==> src/rtl/multislope_timing_core.sv <==
// Timing core for the multi-slope ADC: reference dividers, 1 ms conversion sequencer and run-up PWM.
// Everything runs on one clock; the dividers produce single-cycle strobes that gate the slower logic.
module multislope_timing_core #(
   parameter int DIV1      = 124,
   parameter int DIV2      = 49,
   parameter int PERIOD    = 249,
   parameter int HI_M1     = 187,
   parameter int HI_M0     = 62,
   parameter int MS_PER_PL = 20
) (
   input  logic       i_clk,
   input  logic       i_rst,
   input  logic [9:0] i_npl,
   input  logic       i_mode,
   output logic       o_clk100k,
   output logic       o_ms,
   output logic       o_start,
   output logic       o_zero,
   output logic       o_runup,
   output logic       o_pwm
);

   localparam int W1   = (DIV1 > 0) ? $clog2(DIV1 + 1) : 1;
   localparam int W2   = (DIV2 > 0) ? $clog2(DIV2 + 1) : 1;
   localparam int WP   = (PERIOD > 0) ? $clog2(PERIOD + 1) : 1;
   localparam int WLC  = $clog2(MS_PER_PL * 1023 + 1);
   localparam int WL   = (WLC > 15) ? WLC : 15;

   localparam logic [W1-1:0] C_DIV1 = W1'(DIV1);
   localparam logic [W2-1:0] C_DIV2 = W2'(DIV2);
   localparam logic [WP-1:0] C_PER  = WP'(PERIOD);
   localparam logic [WP-1:0] C_HI1  = WP'(HI_M1);
   localparam logic [WP-1:0] C_HI0  = WP'(HI_M0);

   typedef enum logic [1:0] {IDLE, START, ZERO, RUNUP} state_t;

   logic [W1-1:0] r_cnt1;
   logic          r_clk100k;
   logic [W2-1:0] r_cnt2;
   logic          r_ms;
   state_t        r_state;
   logic [WL-1:0] r_phase;
   logic [WL-1:0] r_len;
   logic          r_start;
   logic          r_zero;
   logic          r_runup;
   logic [WP-1:0] r_pcnt;
   logic          r_modeQ;
   logic          r_pwm;

   logic          w_tick100k;
   logic          w_tick1ms;
   logic [9:0]    w_nplEff;
   logic [WL-1:0] w_len;
   logic          w_phaseLast;
   logic [WP-1:0] w_hi;

   // Strobes fire in the cycle whose closing edge drives the square wave 0->1.
   assign w_tick100k  = (r_cnt1 == C_DIV1) & ~r_clk100k;
   assign w_tick1ms   = w_tick100k & (r_cnt2 == C_DIV2) & ~r_ms;
   assign w_nplEff    = (i_npl == 10'd0) ? 10'd1 : i_npl;
   assign w_len       = WL'(w_nplEff) * WL'(MS_PER_PL);
   assign w_phaseLast = (r_phase == (r_len - 1'b1));
   assign w_hi        = r_modeQ ? C_HI1 : C_HI0;

   always_ff @(posedge i_clk or posedge i_rst) begin
      if (i_rst) begin
         r_cnt1    <= '0;
         r_clk100k <= 1'b0;
      end else if (r_cnt1 == C_DIV1) begin
         r_cnt1    <= '0;
         r_clk100k <= ~r_clk100k;
      end else begin
         r_cnt1    <= r_cnt1 + 1'b1;
      end
   end

   always_ff @(posedge i_clk or posedge i_rst) begin
      if (i_rst) begin
         r_cnt2 <= '0;
         r_ms   <= 1'b0;
      end else if (w_tick100k) begin
         if (r_cnt2 == C_DIV2) begin
            r_cnt2 <= '0;
            r_ms   <= ~r_ms;
         end else begin
            r_cnt2 <= r_cnt2 + 1'b1;
         end
      end
   end

   // Integration length is captured on every entry to START so npl can change between conversions.
   always_ff @(posedge i_clk or posedge i_rst) begin
      if (i_rst) begin
         r_state <= IDLE;
         r_phase <= '0;
         r_len   <= '0;
         r_start <= 1'b0;
         r_zero  <= 1'b0;
         r_runup <= 1'b0;
      end else if (w_tick1ms) begin
         case (r_state)
            IDLE: begin
               r_state <= START;
               r_len   <= w_len;
               r_phase <= '0;
               r_start <= 1'b1;
            end
            START: begin
               r_state <= ZERO;
               r_phase <= '0;
               r_start <= 1'b0;
               r_zero  <= 1'b1;
            end
            ZERO: begin
               if (w_phaseLast) begin
                  r_state <= RUNUP;
                  r_phase <= '0;
                  r_zero  <= 1'b0;
                  r_runup <= 1'b1;
               end else begin
                  r_phase <= r_phase + 1'b1;
               end
            end
            RUNUP: begin
               if (w_phaseLast) begin
                  r_state <= START;
                  r_len   <= w_len;
                  r_phase <= '0;
                  r_runup <= 1'b0;
                  r_start <= 1'b1;
               end else begin
                  r_phase <= r_phase + 1'b1;
               end
            end
            default: begin
               r_state <= IDLE;
               r_phase <= '0;
               r_start <= 1'b0;
               r_zero  <= 1'b0;
               r_runup <= 1'b0;
            end
         endcase
      end
   end

   // The 100 kHz strobe re-aligns the PWM counter so each pulse rises in step with the reference.
   always_ff @(posedge i_clk or posedge i_rst) begin
      if (i_rst) begin
         r_pcnt  <= '0;
         r_modeQ <= 1'b0;
         r_pwm   <= 1'b0;
      end else begin
         if (w_tick100k) begin
            r_modeQ <= i_mode;
         end
         if (r_start) begin
            r_pcnt <= '0;
            r_pwm  <= 1'b0;
         end else begin
            if (w_tick100k || (r_pcnt == C_PER)) begin
               r_pcnt <= '0;
            end else begin
               r_pcnt <= r_pcnt + 1'b1;
            end
            r_pwm <= r_runup & (r_pcnt < w_hi);
         end
      end
   end

   assign o_clk100k = r_clk100k;
   assign o_ms      = r_ms;
   assign o_start   = r_start;
   assign o_zero    = r_zero;
   assign o_runup   = r_runup;
   assign o_pwm     = r_pwm;

endmodule

==> config.mk <==
export PLATFORM = sky130hd
export DESIGN_NAME = multislope_timing_core
export DESIGN_NICKNAME = d
export VERILOG_FILES = /design/src/rtl/multislope_timing_core.sv
export SDC_FILE = /design/constraint.sdc
export NUM_CORES = 1
export LEC_CHECK = 0
export BUFFER_PORTS_ARGS = -buffer_cell sky130_fd_sc_hd__buf_4
export CORE_MARGIN = 3
export CORE_UTILIZATION = 35
export CTS_BUF_LIST = sky130_fd_sc_hd__clkbuf_4
export DETAILED_ROUTE_END_ITERATION = 12
export PLACE_DENSITY = 0.56
export SYNTH_ARGS = -nofsm -noshare
export SYNTH_HDL_FRONTEND = slang
export SYNTH_SLANG_ARGS = --single-unit
==> constraint.sdc <==
create_clock -name i_clk -period 3.62 [get_ports i_clk]
set_input_delay 0.181 -clock i_clk [delete_from_list [all_inputs] [get_ports i_clk]]
set_output_delay 0.181 -clock i_clk [all_outputs]
set_load 0.01 [all_outputs]
==> results of run 1 <==
-- through the flow --
| step | cell area, um^2 | setup WS, ns |
|---|---|---|
| floorplan | 3737 | 0.4161 |
| global placement | 3951 | 0.4192 |
| detailed placement | 3951 | 0.3575 |
| CTS | 4128 | 0.3342 |
| global route | 4128 | 0.1656 |
| finish | 4128 | 0.3348 |
-- final timing paths --
kind	slack, ns	endpoint	startpoint	depth (start not counted)
worst max-delay path	0.33	r_len[13]	r_len[2]	9
worst min-delay path	0.05	r_len[3]	i_npl[1]	2
worst max register to register	0.33	r_len[13]	r_len[2]	9
worst min register to register	0.50	r_cnt1[6]	r_cnt1[6]	1
max in group asynchronous	2.39	r_phase[6]	i_rst	4
min in group asynchronous	0.42	r_cnt1[0]	i_rst	3
-- cell type report --
| class | count | area [um^2] | area share, % |
|---|---|---|---|
| timing repair buffer | 22 | 170.2 | 4.122 |
| clock inverter | 6 | 81.33 | 1.970 |
| multi-input combinational | 293 | 2101 | 50.89 |
| clock buffer | 10 | 75.07 | 1.819 |
| inverter | 21 | 78.83 | 1.910 |
| sequential | 58 | 1451 | 35.16 |
| tap | 136 | 170.2 | 4.122 |
-- registers in the layout (all words and copies together) (netlist names) --
signal and cells:
o_runup 1, r_phase 15, r_modeQ 1, o_zero 1, o_start 1, r_cnt2 6, r_pcnt 8, r_len 13
o_clk100k 1, o_ms 1, r_state 2, o_pwm 1, r_cnt1 7
-- synthesized netlist by cell type (7+ instances only) --
master                     count  area (um^2)
sky130_fd_sc_hd__dfrtp_1      58         1451
sky130_fd_sc_hd__nor2_1       38        142.6
sky130_fd_sc_hd__ha_1         28        350.3
sky130_fd_sc_hd__nand2_1      28        105.1
sky130_fd_sc_hd__xnor2_1      23        201.4
sky130_fd_sc_hd__inv_1        21        78.83
sky130_fd_sc_hd__nand3_1      18        90.09
sky130_fd_sc_hd__xor2_1       18        157.7
sky130_fd_sc_hd__clkbuf_1     17        63.81
sky130_fd_sc_hd__o21ai_0      17        85.08
sky130_fd_sc_hd__a21oi_1       9        45.04
sky130_fd_sc_hd__mux2_4        9        135.1
sky130_fd_sc_hd__nor3_1        8        40.04
sky130_fd_sc_hd__a31oi_1       7        43.79
sky130_fd_sc_hd__nand4_1       7        43.79
sky130_fd_sc_hd__nor4_1        7        43.79
-- layer usage --
layer | global-route usage, % | up-vias
met5 | 0 | -
met4 | 4.274 | 0
met3 | 3.347 | 5
met2 | 20.62 | 41
met1 | 17.79 | 1298
li1 | - | 1415
-- kinds of logic after synthesis --
logic type | Yosys count | synth area share [%]
flops | 58 | 38.83
simple gates | 143 | 19.52
mux | 15 | 5.323
fa+ha+maj | 29 | 9.910
buf+inv | 42 | 4.955
xor+xnor | 41 | 9.608
compound gates | 65 | 11.85
-- power by group --
part,total (mW),switching [mW],internal (mW)
sequential,0.716,0.0429,0.673
clock,0.530,0.247,0.283
combinational,0.231,0.113,0.118
total,1.48,0.403,1.07
-- critical path, stage by stage, from the launching register on --
cell and delay, ns:
sky130_fd_sc_hd__dfrtp_1 0.45, sky130_fd_sc_hd__inv_1 0.08, sky130_fd_sc_hd__ha_1 0.22, sky130_fd_sc_hd__or3b_2 0.54, sky130_fd_sc_hd__nor4b_1 0.39, sky130_fd_sc_hd__xnor2_1 0.16, sky130_fd_sc_hd__o2111ai_1 0.14, sky130_fd_sc_hd__or4_4 0.55
sky130_fd_sc_hd__a21o_4 0.32, sky130_fd_sc_hd__mux2_4 0.31
-- repair_timing --
item | CTS | global route
buffers inserted | 0 | 0
hold endpoints to repair | 32 | 0
hold buffers | 2 | 0
==> metrics list, run 1 <==
- Run status: complete, no violations
- Total global routing track utilization: 13.16%
- Initial antenna violation count: 0
- Gates resized during post-CTS repair numbered 0.
- Of all flip-flops after synthesis, the portion carrying an async set or reset was 100.0%.
- Count of flip-flops with a built-in enable after synthesis: 0
- Post-Route M1 WL: 3651 um
- Compared with the post-synthesis result, the final layout area differs by 10.45%.
- Syn nets: 435
- Headroom to the max-slew limit came out at 39.26%.
* Global-route wire length before repair: 12500 um
- The clock net in this run drives a total of 58 sinks.
- Count of boundary I/O pins: 19
* Highest routed metal layer: met4
* # diodes: 0
- Detailed routing placed a total of 3273 um of wire on met2.
- The finished layout holds 546 standard cells, fillers aside.
* Routed wire length: 7196 um
- Initial Utilization: 36.04%
- Row generation in the floorplan step produced 37 rows.
* Worst IR Drop VDD: 0.1280 mV
* Detailed-route wire length per cell: 13.18 um
- Setup TNS: 0 ns
* Setup Crit Path Kind: flip-flop to flip-flop
- The final critical path takes up 90.75% of the cycle.
- The routed design uses 194 um of met3 wire.
- The max-slew violation count was 0.
* Setup repair after global routing missed its margin: false
- Max_cap viols: 0
- At the later pin of the worst-skew pair, clock insertion delay measures 0.40 ns.
- Area enclosed by the die boundary: 11950 um^2
- Synthesis produced 393 cells.
- Achievable clock frequency: 0.3044 GHz
- Worst hold-check path type: primary input to flip-flop
* Power per unit of standard cell area: 358.0 nW/um^2
* Net count, final: 447
* Required @ worst endpoint: 3.90 ns
- Number of distinct library cell variants in the gate-level netlist after synthesis: 55
- The wire-length estimate of the detail-placed layout is 5382 um.
* Reg clk slew, reported paths: 0.10 ns
- Post-route ant nets: 0
* Overall overflow remaining after global route: 0
- In the layout the commonest cells are sky130_fd_sc_hd__dfrtp_1 (58), sky130_fd_sc_hd__nor2_1 (38), sky130_fd_sc_hd__nand2_1 (28), sky130_fd_sc_hd__ha_1 (28), sky130_fd_sc_hd__xnor2_1 (23).
* Die span in y: 109.3 um
* Largest clock skew in the final design: 0.01497 ns
* Most frequent standard cell in the layout excluding fill and tap cells: sky130_fd_sc_hd__dfrtp_1
- Summing every instance area after synthesis gives 3737 um^2.
* Drt pass-1 iters: 4
- Data arrives at the worst endpoint at 3.57 ns.
- Final hold violation count: 0
- Post-route total power: 1.478 mW
* Layout cell share with drive strength beyond 1: 14.39%
* Number of buffers on the longest clock path: 2
- Worst-path maximum fanout: 13
* Mean area per synthesized cell: 9.510 um^2
- Top flip-flop cell by instance count after synthesis: sky130_fd_sc_hd__dfrtp_1
* Tightest Pin Transition: 0.8969 ns
- During placement, the flow inserted port buffers numbering 18.
- Post-route core utilization: 39.80%
* Post-route worst hold slack: 0.05186 ns
- Fill cell total of the finished layout: 1017
- The analysis attributes to cell leakage a power of 1.848 nW.
* Area of the core region: 10370 um^2
* Share of the yosys chip area belonging to registers: 38.83%
- Number of warning messages in the yosys log: 0
- The root buffer cell chosen for the clock tree is sky130_fd_sc_hd__clkbuf_4.
- Placed cells: 528
* Post-layout minimum cycle time: 3.285 ns
* Via-per-instance ratio: 5.053
* Clock tree from TritonCTS: done
* Final setup violation count: 0
- Across all layers, the routed design uses 2759 vias.
- # H-tree levels: 3
* DRC violation total after the first TritonRoute iteration: 168
- The die is 109.3 um wide.
- CTS buffer count: 9
- Worst setup EP type: flip-flop
- The worst setup path is launched from a flip-flop.
- Maximum number of pins on one net before global-route repair: 33
- The via count of the first global-routing pass was 2613.
- Flip-flop and latch count after synthesis: 58
- After detailed routing, the number of remaining DRC violations is 0.
* Final GP Congestion: 0.8650
(Power assumes the default switching activity.)
==> run 2, diff against run 1 <==
--- a/config.mk
+++ b/config.mk
@@ -7,10 +7,10 @@
 export LEC_CHECK = 0
 export BUFFER_PORTS_ARGS = -buffer_cell sky130_fd_sc_hd__buf_4
 export CORE_MARGIN = 3
-export CORE_UTILIZATION = 35
+export CORE_UTILIZATION = 30
 export CTS_BUF_LIST = sky130_fd_sc_hd__clkbuf_4
 export DETAILED_ROUTE_END_ITERATION = 12
-export PLACE_DENSITY = 0.56
+export PLACE_DENSITY = 0.51
 export SYNTH_ARGS = -nofsm -noshare
 export SYNTH_HDL_FRONTEND = slang
 export SYNTH_SLANG_ARGS = --single-unit
==> run 2 against run 1 <==
  * Global-route usage down 2.0 points
  * Die area grew 16%
  * Core utilization shrank 5.4 points
  * Routed wire length grew 0.76%
  * Sequential share of layout area down 0.34 points
  * Hold slack got worse by 0.013 ns
  * Critical path depth is the same
  * Critical endpoint is now r_len[3]
  * Largest cell class unchanged
  * Highest routed layer unchanged
==> metrics list, run 2 (same netlist as run 1, synthesis figures left out) <==
- The die span in y came to 117.6 um (+7.6%).
* Setup TNS: 0 ns (unchanged)
- Static Leak: 1.848 nW (unchanged)
- Via-per-instance ratio: 4.768 (-5.6%)
* Most frequent standard cell in the layout excluding fill and tap cells: sky130_fd_sc_hd__dfrtp_1
- The clock-pin slew on the worst setup and hold paths is 0.10 ns (about the same).
* Detailed-route wire length per cell: 12.54 um (-4.8%)
- The fraction of final layout cells sized beyond drive strength 1 came to 14.39% (unchanged).
* Initial Utilization: 30.86% (-5.2 points)
- The startpoint identified for the worst hold timing path is i_npl[1].
* Run status: complete, no violations
* Area of the core region: 12110 um^2 (+17%)
* Number of buffers on the longest clock path: 2 (unchanged)
- Routed wire length: 7251 um (+0.76%)
- Final setup violation count: 0 (unchanged)
- Achievable clock frequency: 0.3026 GHz (-0.58%)
- The minimum period implied by the final worst setup slack came to 3.304 ns (+0.01920 ns).
* Register-to-Register Path Depth: 9 (unchanged)
- The via count of the first global-routing pass is 2749 (+5.2%).
- In the layout the commonest cells are sky130_fd_sc_hd__dfrtp_1 (58), sky130_fd_sc_hd__nor2_1 (38), sky130_fd_sc_hd__nand2_1 (28), sky130_fd_sc_hd__ha_1 (28), sky130_fd_sc_hd__xnor2_1 (23).
- STA classifies the critical path endpoint as a flip-flop.
* Total global routing track utilization: 11.18% (-2.0 points)
* Period Utilization, post-route: 91.28% (+0.53 points)
- # port buffers: 18 (unchanged)
* Flip-flop count of the largest register, all copies and words added: 15 (unchanged)
- The weighted congestion at the end of routability-driven global placement was 0.8356 (-3.4%).
* Chip Width: 117.6 um (+7.6%)
- The register-to-register setup slack was 0.32 ns (-0.02 ns).
* Post-route core utilization: 34.41% (-5.4 points)
* Count of boundary I/O pins: 19 (unchanged)
- Cell Rows: 40 (+8.1%)
* DRC violation total after the first TritonRoute iteration: 206 (+23%)
- Fill cell total of the finished layout: 1255 (+23%)
* Post-place instance area: 3991 um^2 (+1.0%)
- The count of clock tree sinks came to 58 (unchanged).
* Area enclosed by the die boundary: 13830 um^2 (+16%)
- Top register by number of flip-flops: r_phase
- In this run the critical register-to-register path is captured at r_len[3].
* Setup repair after global routing missed its margin: false
- Root buffer cell: sky130_fd_sc_hd__clkbuf_4
- The setup path with the least slack is of type flip-flop to flip-flop.
- The number of cells traversed by the worst hold path came to 2 (unchanged).
* CTS buffer count: 9 (unchanged)
- Vias: 2756 (-0.11%)
- The largest registers in the layout are r_phase: 15 flops, r_len: 13 flops, r_pcnt: 8 flops.
- The HPWL after detailed placement came to 5535 um (+2.8%).
- The ratio of total power to cell area came to 355.6 nW/um^2 (-0.67%).
* Hold path endpoint: r_len[3]
- The latest clock arrival within the worst-skew pair was 0.42 ns (+0.02 ns).
* # diodes: 0 (unchanged)
- The maximum vdd drop was 0.1117 mV (-13%).
- Maximum number of pins on one net before global-route repair: 39 (+18%)
* Global-route wire length before repair: 12960 um (+3.7%)
- Net count, final: 447 (unchanged)
* Max_slew headroom: 38.88% (-0.38 points)
* Layout Cell Area excl Fill: 4168 um^2 (+0.97%)
- The slew at the pin with the worst max-slew slack came to 0.9025 ns (+0.005582 ns).
- Category of the worst setup path launch point: flip-flop
* Drt pass-1 iters: 4 (unchanged)
* Overall overflow remaining after global route: 0 (unchanged)
- The count of H-tree levels built during CTS is 3 (unchanged).
- Max_cap viols: 0 (unchanged)
- Worst hold-check path type: primary input to flip-flop
* Number of pins exceeding their max-slew limit in the final report: 0 (unchanged)
* Initial antenna violation count: 0 (unchanged)
- Reg-to-reg critical path startpoint: r_len[2]
- From synthesis to final layout, the design area changed by 11.52%.
* Data arrival at the endpoint of the critical path: 3.61 ns (+0.04 ns)
* Required @ worst endpoint: 3.92 ns (+0.02 ns)
* Residual DRC: 0 (unchanged)
- Clock tree from TritonCTS: done
- The final clock skew was 0.01823 ns (+0.003262 ns).
- Final hold violation count: 0 (unchanged)
- Worst-path maximum fanout: 13 (unchanged)
- Post-route ant nets: 0 (unchanged)
==> run 2: repair_timing <==
| action | CTS | global route |
|---|---|---|
| setup buffers | 0 | 0 |
| hold endpoints to repair | 38 | 0 |
| hold buffers | 2 | 0 |
| gates resized for setup | 0 | 0 |
==> run 2: power by group <==
part	switching, mW	internal [mW]
clock	0.253	0.283
combinational	0.112	0.118
sequential	0.0426	0.673
total	0.408	1.07
==> run 2: worst max-delay path, cell delays in order (launching register included) <==
cell,delay (ns)
sky130_fd_sc_hd__dfrtp_1,0.45
sky130_fd_sc_hd__inv_1,0.08
sky130_fd_sc_hd__ha_1,0.23
sky130_fd_sc_hd__or3b_2,0.54
sky130_fd_sc_hd__nor4b_1,0.42
sky130_fd_sc_hd__xnor2_1,0.16
sky130_fd_sc_hd__o2111ai_1,0.13
sky130_fd_sc_hd__or4_4,0.54
sky130_fd_sc_hd__a21o_4,0.32
sky130_fd_sc_hd__mux2_4,0.31
==> run 2: routing by layer <==
metal	global-route usage, %	vias up	share of wire (%)
li1	-	1409	-
met1	14.66	1291	48
met3	1.970	8	3.5
met5	0	-	0
met4	4.176	0	1.5
met2	18.43	48	47
==> run 2: how the worst max path moves through the flow <==
| stage | start | endpoint | slack (ns) |
|---|---|---|---|
| 2_1_floorplan | r_len[2] | r_len[13] | 0.42 |
| 3_3_place_gp | r_len[2] | r_len[2] | 0.42 |
| 3_5_place_dp | r_len[2] | r_len[9] | 0.33 |
| 4_1_cts | r_len[2] | r_len[9] | 0.31 |
| 5_1_grt | r_len[2] | r_state[0] | 0.14 |
| 6_report | r_len[2] | r_len[3] | 0.32 |
==> run 2: layout make-up <==
type                    count  area, um^2  share of cell area (%)
flip-flops and latches     58        1451                   34.82
well taps                 168       210.2                   5.044
multi-input cells         293        2101                   50.41
inverters                  21       78.83                   1.891
clock inverters             6       81.33                   1.951
repair buffers             22       170.2                   4.083
clock buffers              10       75.07                   1.801
==> run 2: through the flow <==
stage,instances,hold slack [ns],setup WS (ns),total power [mW]
finish,578,0.03934,0.3156,1.482
global placement,560,0.3871,0.4249,0.9538
floorplan,393,0.2978,0.4161,0.9062
CTS,578,0.02174,0.3084,1.503
detailed placement,560,0.3977,0.3291,0.9591
global route,578,0.03380,0.1365,1.564
